===== config.mk =====
export PLATFORM = sky130hd
export DESIGN_NAME = mult_div_unit
export DESIGN_NICKNAME = d
export VERILOG_FILES = /design/src/rtl/mdu_pkg.sv /design/src/rtl/mdu_negate.sv /design/src/rtl/mult_div_unit.sv
export SDC_FILE = /design/constraint.sdc
export NUM_CORES = 1
export LEC_CHECK = 0
export BUFFER_PORTS_ARGS = -buffer_cell sky130_fd_sc_hd__clkbuf_2
export CAP_MARGIN = 20
export CORE_ASPECT_RATIO = 0.8
export CORE_UTILIZATION = 62
export CTS_CLUSTER_SIZE = 24
export DETAILED_ROUTE_END_ITERATION = 10
export GPL_TIMING_DRIVEN = 1
export PLACE_DENSITY = 0.81
export SYNTH_ARGS = -nofsm -noshare
export SYNTH_HDL_FRONTEND = slang
export SYNTH_HIERARCHICAL = 1
export SYNTH_SLANG_ARGS = --single-unit

===== constraint.sdc =====
create_clock -name clk -period 7.8 [get_ports clk]
set_clock_uncertainty 0.05 [all_clocks]
set_input_delay 1.17 -clock clk [delete_from_list [all_inputs] [get_ports clk]]
set_output_delay 1.17 -clock clk [all_outputs]
set_load 0.01 [all_outputs]

===== src/rtl/mdu_pkg.sv =====
// Shared definitions for the multiply/divide unit: op encodings, FSM states, iteration count.
// Combinational helpers only; no timing or backpressure of its own.
package mdu_pkg;

   localparam int ITER  = 32;
   localparam int CNT_W = 6;

   typedef enum logic [1:0] {
      MDU_MULTU = 2'b00,
      MDU_MULT  = 2'b01,
      MDU_DIVU  = 2'b10,
      MDU_DIV   = 2'b11
   } mdu_op_e;

   typedef enum logic [1:0] {
      S_IDLE   = 2'd0,
      S_RUN    = 2'd1,
      S_FINISH = 2'd2
   } mdu_state_e;

   function automatic logic op_is_signed(input mdu_op_e o);
      return (o == MDU_MULT) || (o == MDU_DIV);
   endfunction

   function automatic logic op_is_div(input mdu_op_e o);
      return (o == MDU_DIVU) || (o == MDU_DIV);
   endfunction

endpackage


===== src/rtl/mdu_negate.sv =====
// Conditional two's-complement negate, used for operand magnitudes and result sign fix.
// Latency: purely combinational. Backpressure: none.
module mdu_negate #(
   parameter int W = 32
) (
   input  logic         neg,
   input  logic [W-1:0] val,
   output logic [W-1:0] res
);

   assign res = neg ? (~val + W'(1)) : val;

endmodule


===== src/rtl/mult_div_unit.sv =====
// Iterative multiply/divide (one bit per clock) writing HI/LO, for the execute stage.
// Latency: fixed 33 edges start-to-result. Backpressure: busy stalls control; start ignored while busy.
module mult_div_unit
   import mdu_pkg::*;
#(
   parameter int WIDTH = ITER
) (
   input  logic             clk,
   input  logic             reset,
   input  logic             start,
   input  logic [1:0]       op,
   input  logic [WIDTH-1:0] operand_a,
   input  logic [WIDTH-1:0] operand_b,
   output logic             busy,
   output logic             done,
   output logic             div_by_zero,
   output logic [WIDTH-1:0] hi,
   output logic [WIDTH-1:0] lo
);

   mdu_state_e       state, state_nxt;
   logic             load_en, iter_en, fin_en;
   logic             last_iter;
   logic [CNT_W-1:0] count;

   mdu_op_e          op_in, op_q;
   logic             in_signed;
   logic             sign_a, sign_b, dz_q;
   logic [WIDTH-1:0] mag_a, mag_b;

   // acc_hi: product upper half / partial remainder; acc_lo: multiplier / quotient
   logic [WIDTH-1:0] acc_hi, acc_lo, opnd_q;
   logic [WIDTH:0]   mul_sum;
   logic [WIDTH:0]   sh_rem;
   logic [WIDTH:0]   trial;

   logic [2*WIDTH-1:0] prod_raw, prod_fix;
   logic [WIDTH-1:0]   quot_fix, rem_fix;
   logic               neg_prod, neg_quot, neg_rem;

   assign op_in     = mdu_op_e'(op);
   assign in_signed = op_is_signed(op_in);
   assign last_iter = (count == CNT_W'(WIDTH-1));

   // ---------------- FSM ----------------
   always_ff @(posedge clk or posedge reset) begin
      if (reset) state <= S_IDLE;
      else       state <= state_nxt;
   end

   always_comb begin
      state_nxt = state;
      case (state)
         S_IDLE:   if (start)     state_nxt = S_RUN;
         S_RUN:    if (last_iter) state_nxt = S_FINISH;
         S_FINISH:                state_nxt = S_IDLE;
         default:                 state_nxt = S_IDLE;
      endcase
   end

   always_comb begin
      load_en = 1'b0;
      iter_en = 1'b0;
      fin_en  = 1'b0;
      case (state)
         S_IDLE:   load_en = start;
         S_RUN:    iter_en = 1'b1;
         S_FINISH: fin_en  = 1'b1;
         default: ;
      endcase
   end

   always_ff @(posedge clk or posedge reset) begin
      if (reset)        count <= '0;
      else if (load_en) count <= '0;
      else if (iter_en) count <= count + CNT_W'(1);
   end

   // ---------------- operand load ----------------
   mdu_negate #(.W(WIDTH)) u_mag_a (
      .neg (in_signed & operand_a[WIDTH-1]),
      .val (operand_a),
      .res (mag_a)
   );

   mdu_negate #(.W(WIDTH)) u_mag_b (
      .neg (in_signed & operand_b[WIDTH-1]),
      .val (operand_b),
      .res (mag_b)
   );

   // ---------------- iteration datapath ----------------
   assign mul_sum = {1'b0, acc_hi} + (acc_lo[0] ? {1'b0, opnd_q} : {(WIDTH+1){1'b0}});
   assign sh_rem  = {acc_hi, acc_lo[WIDTH-1]};
   assign trial   = sh_rem - {1'b0, opnd_q};

   always_ff @(posedge clk or posedge reset) begin
      if (reset) begin
         op_q   <= MDU_MULTU;
         sign_a <= 1'b0;
         sign_b <= 1'b0;
         dz_q   <= 1'b0;
         acc_hi <= '0;
         acc_lo <= '0;
         opnd_q <= '0;
      end else if (load_en) begin
         op_q   <= op_in;
         sign_a <= in_signed & operand_a[WIDTH-1];
         sign_b <= in_signed & operand_b[WIDTH-1];
         dz_q   <= op_is_div(op_in) && (operand_b == '0);
         acc_hi <= '0;
         if (op_is_div(op_in)) begin
            acc_lo <= mag_a;
            opnd_q <= mag_b;
         end else begin
            acc_lo <= mag_b;
            opnd_q <= mag_a;
         end
      end else if (iter_en) begin
         if (op_is_div(op_q)) begin
            // Restoring step: a clear sign bit means the divisor fits this round
            if (!trial[WIDTH]) begin
               acc_hi <= trial[WIDTH-1:0];
               acc_lo <= {acc_lo[WIDTH-2:0], 1'b1};
            end else begin
               acc_hi <= sh_rem[WIDTH-1:0];
               acc_lo <= {acc_lo[WIDTH-2:0], 1'b0};
            end
         end else begin
            acc_hi <= mul_sum[WIDTH:1];
            acc_lo <= {mul_sum[0], acc_lo[WIDTH-1:1]};
         end
      end
   end

   // ---------------- sign fix ----------------
   assign prod_raw = {acc_hi, acc_lo};
   assign neg_prod = (op_q == MDU_MULT) && (sign_a ^ sign_b);
   assign neg_quot = (op_q == MDU_DIV)  && (sign_a ^ sign_b);
   assign neg_rem  = (op_q == MDU_DIV)  && sign_a;

   mdu_negate #(.W(2*WIDTH)) u_fix_prod (
      .neg (neg_prod),
      .val (prod_raw),
      .res (prod_fix)
   );

   mdu_negate #(.W(WIDTH)) u_fix_quot (
      .neg (neg_quot),
      .val (acc_lo),
      .res (quot_fix)
   );

   // With a zero divisor the remainder ends up as |a|, so this restores a unchanged
   mdu_negate #(.W(WIDTH)) u_fix_rem (
      .neg (neg_rem),
      .val (acc_hi),
      .res (rem_fix)
   );

   // ---------------- result / status registers ----------------
   always_ff @(posedge clk or posedge reset) begin
      if (reset) begin
         busy        <= 1'b0;
         done        <= 1'b0;
         div_by_zero <= 1'b0;
         hi          <= '0;
         lo          <= '0;
      end else begin
         done <= fin_en;
         if (load_en) begin
            busy        <= 1'b1;
            div_by_zero <= 1'b0;
         end
         if (fin_en) begin
            busy        <= 1'b0;
            div_by_zero <= dz_q;
            if (op_is_div(op_q)) begin
               hi <= rem_fix;
               lo <= dz_q ? {WIDTH{1'b1}} : quot_fix;
            end else begin
               hi <= prod_fix[2*WIDTH-1:WIDTH];
               lo <= prod_fix[WIDTH-1:0];
            end
         end
      end
   end

endmodule

; ---- Word level (Yosys, flattened, before mapping)
; Index checks and enable logic that the tools add are counted.
[totals]
ff_bits = 176
in_bits = 69
output_inout_bits = 67
elab_cells = 84
[op_classes]
add_sub_neg = 8
eq_ne = 11
muxes = 31
bitwise_logic = 8
n_reduce_logical = 12
[op_table]
columns = operator, count
row1 = $mux W32, 17
row2 = $add A32 B1 Y32 const B, 4
row3 = $not A32 Y32, 4
row4 = $add A64 B1 Y64 const B, 1
row5 = $mux W64, 1
row6 = $not A64 Y64, 1
row7 = $add A32 B32 Y33, 1
row8 = $sub A33 B32 Y33, 1
row9 = $logic_not A32 Y1, 1
row10 = $mux W6, 2
row11 = $eq A2 B2 Y1 const B, 5
row12 = $mux W1, 8
row13 = $add A6 B1 Y6 const B, 1
row14 = $eq A2 B1 Y1 const B, 3
row15 = $eq A6 B5 Y1 const B, 1
row16 = $logic_and A1 B1 Y1, 4
row17 = $mux W2, 2
row18 = $ne A2 B2 Y1 const B, 2
row19 = $pmux W2 S2, 1
row20 = $reduce_bool A2 Y1, 2
row21 = $logic_or A1 B1 Y1, 3
row22 = $and A1 B1 Y1, 2
row23 = $logic_not A2 Y1, 1
row24 = $reduce_and A2 Y1, 1
row25 = $xor A1 B1 Y1, 1

; ---- Logic depth before layout (Yosys ltp)
; Gate-level depths: netlist (run 1).
[logic_depth]
word_depth = 6
depth_mapped = 14
ltp_nobuf = 13

; ---- Modules after synthesis
; Netlist (run 1), hierarchy kept.
[by_module_without_submodules]
columns = module, instances, cells_each, area_each_um2, seq_area_each_um2
row1 = mult_div_unit, 1, 1412, 12339.3, 4404.2
row2 = mdu_negate at u_fix_quot ..., 4, 99, 777.0, 0.0
row3 = mdu_negate at u_fix_prod, 1, 206, 1649.1, 0.0

; ---- Least setup slack after synthesis (run 1)
; Ideal clock, no wire load.
[synth_timing]
path_type = flip-flop to flip-flop
start = register acc_lo[0]
end = register acc_hi[28]
setup_time_ps = 126
arrival_ps = 3100
required_ps = 7624
slack_ps = 4524
stages_incl_launch_ff = 14
n_path_buf = 2
period_less_slack_ps = 3276
path_cell_list = dfrtp_1 -> clkbuf_1 -> and2_1 -> ha_1 -> buf_6 -> a21oi_4 -> o22ai_1 -> a311o_1 -> o311a_1 -> o31ai_2 -> o21ai_2 -> a31oi_4 -> mux2i_1 -> a221o_1
[synth_via]
elab_chain_cells = 5
[synth_rtl]
columns = element, line_no
row1 = start: declaration, mult_div_unit.sv:32  ; logic [WIDTH-1:0] acc_hi, acc_lo, opnd_q;
row2 = start signal: assignment, mult_div_unit.sv:113  ; acc_lo <= mag_a;
row3 = start signal: assignment, mult_div_unit.sv:116  ; acc_lo <= mag_b;
row4 = start signal: assignment, mult_div_unit.sv:124  ; acc_lo <= {acc_lo[WIDTH-2:0], 1'b1};
row5 = $mux W32, mult_div_unit.sv:93  ; assign mul_sum = {1'b0, acc_hi} + (acc_lo[0] ? {1'b0, opnd_q} : {(WIDTH+1){1'b0}});
row6 = $add A32 B32 Y33, mult_div_unit.sv:93
row7 = $mux W32, mult_div_unit.sv:120  ; if (op_is_div(op_q)) begin
row8 = $mux W32, mult_div_unit.sv:119  ; end else if (iter_en) begin
row9 = $mux W32, mult_div_unit.sv:106  ; end else if (load_en) begin
row10 = end signal: assignment, mult_div_unit.sv:123  ; acc_hi <= trial[WIDTH-1:0];
row11 = end signal: assignment, mult_div_unit.sv:126  ; acc_hi <= sh_rem[WIDTH-1:0];
row12 = end signal: assignment, mult_div_unit.sv:130  ; acc_hi <= mul_sum[WIDTH:1];
row13 = end: declaration, mult_div_unit.sv:32
; Every way passes these cells. The select of a mux whose other input is x is not followed.
; A chain may end at the register's enable or synchronous reset.

; ---- Final worst setup path (run 1)
[layout_timing]
start = register acc_lo[31]
end = register acc_hi[14]
[layout_via]
elab_chain_cells = 5
[layout_rtl]
columns = element, line_no
row1 = $sub A33 B32 Y33, mult_div_unit.sv:95  ; assign trial = sh_rem - {1'b0, opnd_q};
row2 = $mux W32, mult_div_unit.sv:122  ; if (!trial[WIDTH]) begin
row3 = $mux W32, mult_div_unit.sv:120
row4 = $mux W32, mult_div_unit.sv:119
row5 = $mux W32, mult_div_unit.sv:106
; Every way passes these cells. The select of a mux whose other input is x is not followed.

==> metrics.md, run 1 <==
| Metric | Value |
|---|---|
| Hold Crit Class | `register to register` |
| Wire per inst | `roughly 22 um` |
| Hold path depth | `2` |
| Critical Path RT | `between 8 and 9 ns` |
| Global route overflow | `0` |
| Worst path cell trace | `inv_1 -> ha_1 -> fa_1 -> nor2b_1 -> o31ai_1 -> a21o_1 -> a21oi_1 -> o211ai_1 -> o211ai_4 -> buf_4 -> mux2i_1 -> nor2_1 -> a221o_1` |
| Clock Power Share | `roughly 11%` |
| Clock sink total | `about 180` |
| FP Rows | `between 50 and 60` |
| Combinational Power Share | `62.0%` |
| Worst-margin pin slew | `roughly 1.1 ns` |
| Multiplexer share of the synthesized area | `under 10%` |
| Post-Synthesis Cells | `about 2000` |
| DRT Pass-1 Iters | `8` |
| Worst setup path class | `register to register` |
| Reg-to-reg endpoint | `acc_hi[14]` |
| Largest family of logic cells by synthesized area | `compound AO/OA/AOI/OAI gates` |
| Synth Area in Simple Gates | `between 15 and 20%` |
| Max stage delay on crit path | `between 0.5 and 0.6 ns` |
| Hold Startpoint | `lo[19]` |
| DRC | `0` |
| Flop2flop setup slack | `about 3.9 ns` |
| WHS Endpoint | `lo[19]` |
| CTS-repair resized insts | `0` |
| CTS tree | `built` |
| Num CTS Buffers | `17` |
| IO buf count | `135` |
| Post-CTS Hold Buffers | `0` |
| CP Launch Point | `acc_lo[31]` |
| Reg clk slew, reported paths | `0.08 ns` |
| Fraction of layout cells with a size suffix above 1 | `between 10 and 15%` |
| Int Power | `around 4.1 mW` |
| Initial antenna violation count | `1` |
| Synthesized area | `around 17000 um2` |
| CP Depth | `13` |
| Final period util | `approximately half` |
| Fin. max-slew vios | `0` |
| Starting DRT DRC Count | `2126` |
| Minimum clock period | `3.93 ns` |
| Maxcap violations | `0` |
| Initial Util | `between 60% and 70%` |
| GPL Wtd Cong | `0.992` |
| CP endpoint kind | `register` |
| Final Hold Viols | `0` |
| Synth Area in Compound Gates | `24.8%` |
| Overall power | `8.48 mW` |
| First-pass GRT wire length | `about 84 mm` |
| #FFs+latches synth | `roughly 180` |
| Cell family with most CP delay | `compound AO/OA/AOI/OAI gates` |
| Critical path launch point type | `register` |
| Post-synth EDFFs | `0` |
| CP Max Fanout | `52` |
| Slowest cell on crit path | `dfrtp_1` |
| Top post-synthesis cells by area | `dfrtp_1 (26%), xnor2_1 (11%), mux2i_1 (8.0%)` |
| Fillers | `2172` |
| Detailed Place HPWL | `between 40 and 50 mm` |
| Die span in x | `roughly 190 um` |
| Area growth from synthesis to layout | `8.94%` |
| Worst-Skew Late Latency | `around 0.45 ns` |
| Largest net degree at the start of global routing | `between 90 and 100` |
| H-tree Lvls | `4` |
| Num ports | `~140` |
| Total Routing Usage GR | `38.0%` |
| Count of cell types in the netlist | `94` |
| P_leak | `roughly 7.6 nW` |
| ANT cells | `0` |
| Top-count cell post-synth | `xnor2_1` |
| Net Switching | `4.42 mW` |
| DRT Wirelength | `54.6 mm` |
| Crit Reg-Reg Startpoint | `acc_lo[31]` |
| Asr flop ratio synth | `between 90% and 100%` |
| Arrival @ worst endpoint | `4.22 ns` |
| Mean Syn Cell Area | `8.49 um2` |
| Routed via count | `about 17000` |
| Final setup violation count | `0` |
| Most frequent cells after synthesis | `xnor2_1 (205), nand2_1 (182), dfrtp_1 (176), o21ai_0 (145), nor2_1 (143)` |
| Vias in the first global route | `~15000` |
| Post-route ant nets | `0` |
| Register area share after synthesis | `25.8%` |
| RSZ-0062 raised after global routing | `false` |
| Setup TNS | `0 ns` |
| Post-CTS Setup Repair Bufs | `0` |
| Root Buffer | `clkbuf_16` |
| Top FF cell, synth | `dfrtp_1` |
| Die H | `151 um` |
| Syn nets | `roughly 2200` |
| Peak VDD IR | `approximately 0.00036 V` |
| PwrDens | `approximately 460 nW/um2` |
| Ys Warns | `6` |
| Full die area | `around 28000 um2` |
| Sequential power share | `about 27%` |
| Xor and xnor area share after synthesis | `between 10% and 20%` |
| Post-synth top area share | `25.8%` |
| Register-to-Register Path Depth | `13` |
| Fmax | `approximately 0.25 GHz` |
| Status | `finished clean` |
| Slew margin rel. | `28.3%` |
| Via density | `~6.7` |
| Switching share of power | `a little over half` |
| Nets@finish | `approximately 2200` |
| Leading area contributor after synthesis | `dfrtp_1` |
| Core ar. | `about 27000 um2` |
| Clk buf depth | `2` |
| Area share of fa/ha/maj cells after synthesis | `~5.4%` |
| Crit path buffers/inverters | `2` |
## sequential cells by signal, summed over array words and instances, names as in the netlist, 2 cells and up
signal / flops
acc_hi: 32
acc_lo: 32
count: 6
hi: 32
lo: 32
op_q: 2
opnd_q: 32
state: 2
## power groups by stage
| stage | Combinational [mW] | Clock [mW] | Sequential, mW |
|---|---|---|---|
| final | 5.26 | 0.922 | 2.30 |
| after floorplan | 3.87 | 0 | 1.99 |
| after global routing | 5.74 | 0.964 | 2.35 |
| after detailed placement | 5.07 | 0 | 2.26 |
| after CTS | 5.11 | 0.921 | 2.25 |
| after global placement | 4.98 | 0 | 2.22 |
## stage by stage
| step | utilization [%] | setup slack (ns) | area, um2 | instances | hold WS (ns) |
|---|---|---|---|---|---|
| global placement | 67.1 | 4.02 | 17900 | 2411 | 0.411 |
| CTS | 69.4 | 3.96 | 18500 | 2443 | 0.437 |
| finish | 69.9 | 3.87 | 18600 | 2447 | 0.430 |
| global route | 69.9 | 3.72 | 18600 | 2447 | 0.457 |
| detailed placement | 67.1 | 3.98 | 17900 | 2411 | 0.420 |
| floorplan | - | 1.81 | 17100 | 2014 | 0.405 |
## kinds of logic after synthesis
logic type / Yosys count
fa+ha+maj: 72
mux: 136
simple gates: 605
buf+inv: 177
compound gates: 610
xor+xnor: 238
flops: 176
## placed cells by master, fill, tap and decap left out, drive strengths merged, types with 20 or more instances in the layout
cell type / count
xnor2: 205
and2: 41
nand2b: 22
nor2: 145
o41ai: 50
buf: 20
nor3: 28
nand2: 184
nand4: 20
a21oi: 141
inv: 73
nand3: 32
nor4: 39
o21ai: 154
o31ai: 64
xor2: 33
clkbuf: 152
mux2i: 136
dfrtp: 176
a21o: 25
ha: 70
o22ai: 34
a221oi: 24
## per-layer routing
metal,vias up,track usage [%],share of wire (%)
met3,93,8.62,11
met5,-,0,0.024
met2,960,52.7,41
met4,2,10.4,2.3
met1,7883,57.9,46
li1,7569,-,-
## final cells by class
| cell class | count | area [um2] | area share (%) |
|---|---|---|---|
| Tap cell | 357 | 447 | 2.40 |
| Sequential cell | 176 | 4410 | 23.7 |
| Timing Repair Buffer | 154 | 901 | 4.84 |
| Clock inverter | 14 | 178 | 0.954 |
| Inverter | 67 | 256 | 1.38 |
| Clock buffer | 18 | 439 | 2.36 |
| Multi-Input combinational cell | 1661 | 12000 | 64.4 |
## worst reg2reg max path: stages, from the launching register on
cell	delay [ns]
dfrtp_1	0.57
inv_1	0.09
ha_1	0.24
fa_1	0.39
nor2b_1	0.25
o31ai_1	0.14
a21o_1	0.22
a21oi_1	0.41
o211ai_1	0.20
o211ai_4	0.12
buf_4	0.55
mux2i_1	0.26
nor2_1	0.06
a221o_1	0.28
## how the worst max path moves through the flow
stage | endpoint | slack, ns
floorplan | acc_hi[0] | 1.81
global placement | acc_hi[31] | 4.02
detailed placement | acc_hi[14] | 3.98
CTS | acc_hi[14] | 3.96
global route | acc_hi[31] | 3.72
finish | acc_hi[14] | 3.87
Power figures use the tool's default switching activity.
==> run 2: changes to the inputs <==
==> constraint.sdc (replaced) <==
create_clock -name clk -period 3.7 [get_ports clk]
set_clock_uncertainty 0.05 [all_clocks]
set_input_delay 0.555 -clock clk [delete_from_list [all_inputs] [get_ports clk]]
set_output_delay 0.555 -clock clk [all_outputs]
set_load 0.01 [all_outputs]
==> run 2 against run 1 <==
  * Clock-buffer cell count fell by 1
  * Critical path depth fell by 2
  * Worst setup slack got worse by 3.7 ns
  * Cell area rose by 2.5%
  * Non-clock buffer count rose by 64
  * Largest power group unchanged
  * Critical endpoint is now acc_hi[1]
  * Via count rose by 2.0%
  * Clock power rose by 110%
  * Worst hold slack got worse by 0.32 ns
  * Power rose by 120%
  * Highest routed layer unchanged
  * Critical path type unchanged
  * Core utilization rose by 1.8 points
==> metrics.md, run 2 (synthesized netlist as in run 1, its figures left out) <==
| Metric | Value |
|---|---|
| Final Cell Area | `between 15000 and 20000 um2` |
| Num CTS Buffers | `17` |
| Peak VDD IR | `0.000655 V` |
| Clk buf depth | `2` |
| Wire per inst | `22.0 um` |
| Largest net degree at the start of global routing | `90` |
| Status | `finished clean` |
| Minimum clock period | `roughly 3.6 ns` |
| CP Max Fanout | `15` |
| Commonest non-fill, non-tap cell in the layout | `xnor2_1` |
| Critical Path RT | `between 3 and 4 ns` |
| GPL Wtd Cong | `a little over 1` |
| Cell Area, Placed | `18400 um2` |
| CTS tree | `built` |
| Fraction of layout cells with a size suffix above 1 | `16.6%` |
| Root Buffer | `clkbuf_16` |
| Total Routing Usage GR | `between 30% and 40%` |
| Top sig layer | `met5` |
| Full die area | `approximately 28000 um2` |
| Area growth from synthesis to layout | `11.7%` |
| Routed via count | `~17000` |
| Setup TNS | `0 ns` |
| DRT Pass-1 Iters | `6` |
| ANT cells | `0` |
| DRT Wirelength | `55.4 mm` |
| RSZ-0062 raised after global routing | `true` |
| Arrival @ worst endpoint | `approximately 3.8 ns` |
| Initial antenna violation count | `2` |
| Worst-Skew Late Latency | `around 0.46 ns` |
| Global route overflow | `0` |
| P_leak | `about 8 nW` |
| Slew margin rel. | `34.8%` |
| IO buf count | `~140` |
| Starting DRT DRC Count | `a little over 2000` |
| Final setup violation count | `0` |
| H-tree Lvls | `4` |
| Final Hold Viols | `0` |
| Die H | `151 um` |
| Via density | `6.70` |
| Final core occ | `between 70% and 80%` |
| CTS-repair resized insts | `0` |
| CP endpoint kind | `register` |
| Final period util | `a little under 100%` |
| Hold Crit Class | `input port to async pin` |
| Routed met1 length | `roughly 25 mm` |
| Clock sink total | `about 180` |
| Max stage delay on crit path | `between 0.4 and 0.5 ns` |
| Worst path cell trace | `inv_1 -> ha_1 -> o21ai_0 -> or3_1 -> a21o_1 -> a21oi_1 -> a21o_1 -> o211ai_2 -> nand2_1 -> o21ai_1 -> a221o_1` |
| Detailed Place HPWL | `~42 mm` |
| Worst-margin pin slew | `0.976 ns` |
| Worst setup path class | `register to register` |
| Fmax | `about 0.28 GHz` |
| FP Rows | `53` |
| Post-CTS Setup Repair Bufs | `0` |
| DRC | `0` |
| Initial Util | `between 60% and 70%` |
| Commonest non-fill, non-tap cells in the layout | `xnor2_1 (205), nand2_1 (181), dfrtp_1 (174)` |
| Crit path buffers/inverters | `1` |
| Reg clk slew, reported paths | `around 0.080 ns` |
| Die span in x | `188 um` |
| Critical path launch point type | `register` |
| Nets@finish | `roughly 2300` |
| Post-route ant nets | `0` |
| Cell family with most CP delay | `compound AO/OA/AOI/OAI gates` |
| CP dominant cell by count | `a21o_1` |
| Maxcap violations | `0` |
| PwrDens | `974 nW/um2` |
| Slowest cell on crit path | `dfrtp_1` |
| First-pass GRT wire length | `~85 mm` |
| Met3 WL | `around 7 mm` |
| Post-CTS Hold Buffers | `0` |
| Core ar. | `~27000 um2` |
| Vias in the first global route | `between 15000 and 20000` |
| Num ports | `between 100 and 150` |
| Met2 wire length | `approximately 22 mm` |
| Fin. max-slew vios | `0` |
-- run 2: cell types whose count changed in the layout (fill, tap and decap cells not counted), sizes merged --
cell / change
inv: +1
clkinvlp: +1
clkbuf: -1
clkinv: +1
bufinv: -2
o211ai: +1
buf: +64
-- run 2: through the flow --
| stage | setup WS [ns] | hold WS (ns) | cells | total power [mW] |
|---|---|---|---|---|
| floorplan | 0.424 | 0.405 | 2014 | 12.4 |
| global placement | 0.155 | 0.412 | 2478 | 15.8 |
| detailed placement | 0.139 | 0.419 | 2478 | 16.0 |
| CTS | 0.123 | 0.119 | 2510 | 18.1 |
| global route | -0.0000888 | 0.150 | 2512 | 19.7 |
| finish | 0.132 | 0.111 | 2512 | 18.6 |
-- run 2: area by class of cell --
cell class	instances	area [um2]
clock inverter	15	203
multi-input combinational	1662	12000
timing repair buffer	218	1350
inverter	67	255
tap	357	447
fill	2104	7560
clock buffer	17	425
sequential	176	4410
-- run 2: per-layer routing --
metal,global-route usage (%),vias up
li1,-,7692
met1,57.2,8034
met2,54.2,1013
met3,10.1,93
met4,10.6,2
met5,0,-
-- run 2: worst register-to-register path, stage by stage (launching register included) --
cell	delay, ns
dfrtp_1	0.45
inv_1	0.08
ha_1	0.45
o21ai_0	0.11
or3_1	0.32
a21o_1	0.18
a21oi_1	0.38
a21o_1	0.33
o211ai_2	0.45
nand2_1	0.20
o21ai_1	0.08
a221o_1	0.36
-- run 2: report_power, final --
| group | switching, mW | internal (mW) | leakage [nW] |
|---|---|---|---|
| Combinational | 7.49 | 5.15 | 5.62 |
| Sequential | 1.21 | 2.82 | 2.02 |
| Clock | 0.987 | 0.936 | 0.299 |
| Total | 9.69 | 8.90 | 7.94 |
-- run 2: worst paths after layout --
kind	end	cells after the start	slack (ns)	startpoint
worst max-delay path	acc_hi[1]	11	0.13	opnd_q[7]
worst max register to register	acc_hi[1]	11	0.13	opnd_q[7]
worst min register to register	lo[17]	2	0.43	lo[17]
min in group clk	op_q[0]	3	0.37	op[0]
worst min-delay path	opnd_q[22]	2	0.11	reset
max in group asynchronous	op_q[1]	3	2.75	reset
